### config.mk
export PLATFORM = sky130hd
export DESIGN_NAME = sumador_serie_n
export DESIGN_NICKNAME = d
export VERILOG_FILES = /design/src/rtl/sumador_serie_n.sv
export SDC_FILE = /design/constraint.sdc
export NUM_CORES = 1
export LEC_CHECK = 0
export ABC_AREA = 1
export CORE_MARGIN = 3
export CORE_UTILIZATION = 35
export DETAILED_ROUTE_END_ITERATION = 7
export DONT_BUFFER_PORTS = 1
export MAX_ROUTING_LAYER = met4
export PLACE_DENSITY_LB_ADDON = 0.12
export SLEW_MARGIN = 20
export SYNTH_ARGS = -nofsm -noshare
export SYNTH_HDL_FRONTEND = slang
export SYNTH_SLANG_ARGS = --single-unit
### constraint.sdc
create_clock -name clk -period 1.4 [get_ports clk]
set_input_delay 0.14 -clock clk [delete_from_list [all_inputs] [get_ports clk]]
set_output_delay 0.14 -clock clk [all_outputs]
set_load 0.01 [all_outputs]
### src/rtl/sumador_serie_n.sv
// -----------------------------------------------------------------------------
// sumador_serie_n
//
// Bit-serial adder/subtractor. One full-adder cell and a carry flop process
// two WIDTH-bit operands LSB first, one bit per enabled clock.
//
//   add : sum = a + b + cin    (cout = carry out of the MSB)
//   sub : sum = a - b - cin    (cout = 1 means "no borrow")
//   ovf : two's-complement overflow of the selected operation
//
// Ports
//   clk    in   system clock, rising edge
//   rst_n  in   asynchronous active-low reset
//   ena    in   clock enable; low freezes every register
//   start  in   request, sampled only while idle with ena=1
//   sub    in   0 = add, 1 = subtract; latched at start
//   cin    in   carry-in (add) / borrow-in (sub); latched at start
//   a, b   in   WIDTH-bit operands; latched at start
//   busy   out  operation in flight (registered status)
//   done   out  result just became valid (registered status)
//   sum    out  WIDTH-bit result register, modulo 2^WIDTH
//   cout   out  raw carry out of the MSB
//   ovf    out  signed overflow flag
//
// Timing: start sampled at enabled edge k -> busy from edge k+1, done and
// the result flags from edge k+WIDTH+1, next start accepted at edge
// k+WIDTH+2. Disabled (ena=0) cycles stretch every interval one for one.
// -----------------------------------------------------------------------------
module sumador_serie_n #(
  parameter int unsigned WIDTH = 8
) (
  input  logic             clk,
  input  logic             rst_n,
  input  logic             ena,
  input  logic             start,
  input  logic             sub,
  input  logic             cin,
  input  logic [WIDTH-1:0] a,
  input  logic [WIDTH-1:0] b,
  output logic             busy,
  output logic             done,
  output logic [WIDTH-1:0] sum,
  output logic             cout,
  output logic             ovf
);

  localparam int unsigned      CNT_W    = $clog2(WIDTH + 1);
  localparam logic [CNT_W-1:0] CNT_LAST = CNT_W'(WIDTH - 1);

  if (WIDTH < 1 || WIDTH > 32) begin : g_width_check
    $error("sumador_serie_n: WIDTH must lie in 1..32");
  end

  typedef enum logic [1:0] {
    ST_IDLE = 2'd0,
    ST_RUN  = 2'd1,
    ST_DONE = 2'd2
  } state_e;

  // Output of the single full-adder cell.
  typedef struct packed {
    logic carry;
    logic s;
  } fa_t;

  function automatic fa_t full_add(input logic x, input logic y, input logic c);
    fa_t r;
    r.s     = x ^ y ^ c;
    r.carry = (x & y) | (x & c) | (y & c);
    return r;
  endfunction

  // ---------------------------------------------------------------------------
  // State
  // ---------------------------------------------------------------------------
  state_e           state_q, state_d;
  logic [WIDTH-1:0] a_sh_q,  a_sh_d;    // operand A, consumed LSB first
  logic [WIDTH-1:0] b_sh_q,  b_sh_d;    // operand B (pre-inverted for sub)
  logic [WIDTH-1:0] res_q,   res_d;     // result bits enter at the MSB
  logic             carry_q, carry_d;
  logic [CNT_W-1:0] cnt_q,   cnt_d;     // bit index being processed
  logic [WIDTH-1:0] sum_q,   sum_d;
  logic             cout_q,  cout_d;
  logic             ovf_q,   ovf_d;
  logic             busy_q,  busy_d;
  logic             done_q,  done_d;

  fa_t              fa;
  logic [WIDTH-1:0] res_shift;

  // ---------------------------------------------------------------------------
  // Next-state logic
  // ---------------------------------------------------------------------------
  always_comb begin
    // NOTE: every variable gets a default first so no path can infer a latch.
    state_d = state_q;
    a_sh_d  = a_sh_q;
    b_sh_d  = b_sh_q;
    res_d   = res_q;
    carry_d = carry_q;
    cnt_d   = cnt_q;
    sum_d   = sum_q;
    cout_d  = cout_q;
    ovf_d   = ovf_q;
    busy_d  = busy_q;
    done_d  = done_q;

    fa        = full_add(a_sh_q[0], b_sh_q[0], carry_q);
    // Concatenate-then-shift keeps this legal for WIDTH=1 as well.
    res_shift = WIDTH'({fa.s, res_q} >> 1);

    if (ena) begin
      case (state_q)
        ST_IDLE: begin
          if (start) begin
            // Subtraction is a + ~b + 1 - borrow_in, so the initial carry
            // is the inverted borrow.
            a_sh_d  = a;
            b_sh_d  = sub ? ~b : b;
            carry_d = cin ^ sub;
            cnt_d   = '0;
            state_d = ST_RUN;
          end
        end

        ST_RUN: begin
          a_sh_d  = a_sh_q >> 1;
          b_sh_d  = b_sh_q >> 1;
          res_d   = res_shift;
          carry_d = fa.carry;
          cnt_d   = cnt_q + CNT_W'(1);
          if (cnt_q == CNT_LAST) begin
            // Processing the MSB: carry_q is the carry into the MSB and
            // fa.carry the carry out of it; they differ exactly on signed
            // overflow.
            sum_d   = res_shift;
            cout_d  = fa.carry;
            ovf_d   = carry_q ^ fa.carry;
            state_d = ST_DONE;
          end
        end

        ST_DONE: begin
          state_d = ST_IDLE;
        end

        default: begin
          state_d = ST_IDLE;
        end
      endcase

      // Status flags are registered from the current state, so they trail
      // the state by one enabled cycle; done coincides with the first cycle
      // in which a new start is accepted.
      busy_d = (state_q != ST_IDLE);
      done_d = (state_q == ST_DONE);
    end
  end

  // ---------------------------------------------------------------------------
  // Registers
  // ---------------------------------------------------------------------------
  // NOTE: sequential state uses non-blocking assignments so all flops update
  // from the same pre-edge values.
  always_ff @(posedge clk or negedge rst_n) begin
    if (!rst_n) begin
      state_q <= ST_IDLE;
      // NOTE: the operand/result shift registers are reset too; an aborted
      // operation must not leave stale bits visible to the next one.
      a_sh_q  <= '0;
      b_sh_q  <= '0;
      res_q   <= '0;
      carry_q <= 1'b0;
      cnt_q   <= '0;
      sum_q   <= '0;
      cout_q  <= 1'b0;
      ovf_q   <= 1'b0;
      busy_q  <= 1'b0;
      done_q  <= 1'b0;
    end else begin
      state_q <= state_d;
      a_sh_q  <= a_sh_d;
      b_sh_q  <= b_sh_d;
      res_q   <= res_d;
      carry_q <= carry_d;
      cnt_q   <= cnt_d;
      sum_q   <= sum_d;
      cout_q  <= cout_d;
      ovf_q   <= ovf_d;
      busy_q  <= busy_d;
      done_q  <= done_d;
    end
  end

  assign busy = busy_q;
  assign done = done_q;
  assign sum  = sum_q;
  assign cout = cout_q;
  assign ovf  = ovf_q;

endmodule

==> flow_summary.toml, run 1 <==
[hold_path]
hold_path_class = "primary input to flop"

[finish]
num_antenna_cells = 0
layout-drive-gt1-share_pct = 12.2
layout.filler_cells = 590
nNetsFinal = 293
final_core_util_pct = 40.5
syn2layout_area_growth_pct = 9.07

[clocking]
clkLatencyLatePin_ns = 0.29
number_of_clock_sinks = 42
cts.hold.buffers_added = 4
cts_repair_resize_count = 0
tritoncts = "built"
clock_path_buffers = 2
cts.repair_timing.setup_buffer_count = 0
cts_root_buffer = "clkbuf_8"
worst_setup_hold_path_clk_slew_ns = 0.09
tritoncts.num_buffers = 5
htree_num_levels = 2

[detailed_routing]
post-route-drc-count = 0
detail_route.wl_per_cell_um = 11.2
num_vias = 1550
post_drt_via_cell_ratio = 4.53
post_route_ant_nets = 0
drt_wl_total_um = 3840
dr.first_iter.drc_count = 72
detailedRoute.firstPassIterationCount = 5

[yosys]
postSynthNetCount = 288
netlist_area_sq_um = 2100
synth_area_leaders = "dfrtp_1, nand2_1, o21ai_1, inv_1, nand2_2"
netlist_instances = 264
synth-seq-area-share_pct = 50.1
yosysTopAreaCell = "dfrtp_1"
synth_cell_types = 24
synthesis.area_per_instance_sq_um = 7.94
synthDominantCellAreaShare_pct = 50.1
synth.ff_latch_count = 42
ys_warn_count = 0

[timing]
setup_ws_final_ns = 0.149
post-route-min-period_ns = 1.25
timing_hold_violations_final = 0
fmaxAchievable_ghz = 0.800
setup-tns-final_ns = 0
report.final.setup_viol = 0
slew_viol_final = 0
part_of_the_cycle_the_worst_path_needs_pct = 89.3
slew-limit-headroom_pct = 83.0
pin_slew_with_the_least_headroom_to_its_limit_ns = 0.255
hold_ws_ns = 0.0334
rsz0062_at_grt = "no"
fin_skew_ns = 0.00887

[placement]
placement.io_buffers = 0
gp_routability_congestion = 0.710
place_hpwl_um = 2580
preCtsSetupSlack_ns = 0.130

[global_route]
first_global_vias = 1469
grt_remaining_overflow = 0
first_pass_grt_wire_length_um = 6750
initial_antenna_violation_count = 0
globalRouteTotalUtil_pct = 12.3
largest_net_degree_at_the_start_of_global_routing = 43

[run_status]
status = "finished, final reports clean"

[critical_path]
worst-path-max-fanout = 3
crit_arrival_ns = 1.44
setup.reg_to_reg.worst_slack_ns = 0.15
critical_path_class = "flop to flop"
critical_path.startpoint_type = "flop"
critPathRequiredTime_ns = 1.59
cp-end-kind = "flop"

[run]
timing.max_cap.violations = 0

[floorplan]
chipWidth_um = 83.4
floorplan.rows = 27
number_of_ports_placed_on_the_die_boundary = 34
initial_utilization_pct = 37.1
design.die.area_sq_um = 6950
core_area_sq_um = 5640
die_h_um = 83.4

[pwr]
power_density_nw_per_um2 = 1940
p_leak_nw = 1.21
peakVddDrop_uv = 685
[area by class of cell]
cell class	count	area, sq um	share of cell area (%)
inverter	25	98.8	4.32
multi-input combinational	187	838	36.7
tap	72	90.1	3.94
clock inverter	2	12.5	0.547
sequential	42	1050	46.0
timing repair buffer	8	113	4.93
clock buffer	6	82.6	3.61
[state kept, by name (all words and copies together) (netlist names), 2 cells and up]
name,flops
b_sh_q,8
cnt_q,4
a_sh_q,8
sum,8
state_q,2
res_q,7
[synth_stat cells, drive strengths merged]
| cell type | count |
|---|---|
| nor2 | 6 |
| o211ai | 1 |
| fa | 1 |
| or2 | 1 |
| buf | 9 |
| ha | 1 |
| o21ai | 22 |
| xnor2 | 1 |
| dfrtp | 42 |
| nand2 | 140 |
| clkbuf | 1 |
| inv | 25 |
| nand3 | 14 |
[stage by stage]
step	instance area, sq um	power, mW	instances
floorplan	2100	3.40	264
global placement	2130	3.62	330
CTS	2290	4.52	342
finish	2290	4.43	342
detailed placement	2130	3.63	330
global route	2290	4.88	342
[worst max-delay path, stage by stage, from the launching register on]
cell     delay [ns]
dfrtp_1        0.41
fa_1           0.49
xnor2_1        0.18
o21ai_1        0.08
[cells in the final DEF (no fill, tap or decap)]
cell,n
nor2_1,4
fa_1,1
dfrtp_1,42
dlygate4sd3_1,3
buf_4,2
or2_2,1
o21ai_0,4
buf_16,1
ha_1,1
clkinv_2,1
nor2_4,2
buf_12,2
inv_6,1
nand2_1,128
nand3_2,1
clkbuf_8,6
xnor2_1,1
nand2_4,1
o211ai_1,1
o21ai_1,18
clkinvlp_4,1
inv_2,3
inv_1,21
nand3_1,13
nand2_2,11
[where the power goes]
group / switching (mW) / leakage [nW] / internal (mW)
sequential: 0.358 / 0.551 / 1.68
clock: 0.437 / 0.0472 / 0.397
combinational: 0.923 / 0.612 / 0.634
total: 1.72 / 1.21 / 2.71
[metal layers]
layer / wire (um) / global-route usage, % / up-vias
li1: - / - / 811
met1: 1860 / 15.2 / 703
met2: 1760 / 19.6 / 27
met3: 164 / 2.98 / 9
met4: 59 / 4.46 / 0
met5: 0 / - / -
[cells by family after synthesis]
| group | share of synthesized area [%] |
|---|---|
| AND/OR/NAND/NOR | 32.4 |
| flip-flops | 50.1 |
| buffers and inverters | 9.85 |
| AO/OA/AOI/OAI | 5.61 |
| adder cells (fa/ha/maj) | 1.55 |
| XOR/XNOR | 0.418 |
[path summary, 6_finish.rpt]
path | end | startpoint | cells after the start
worst max-delay path | ovf | a_sh_q[0] | 3
worst min-delay path | b_sh_q[7] | sub | 3
worst max register to register | ovf | a_sh_q[0] | 3
worst min register to register | b_sh_q[5] | b_sh_q[5] | 2
max in group asynchronous | a_sh_q[0] | rst_n | 2
min in group asynchronous | done | rst_n | 2
Power figures use the tool's default switching activity.
==> run 2: changes to the inputs <==
- TNS_END_PERCENT: unset -> 5
==> results of run 2 <==
Final layout, timing and power as in run 1 (identical DEF).
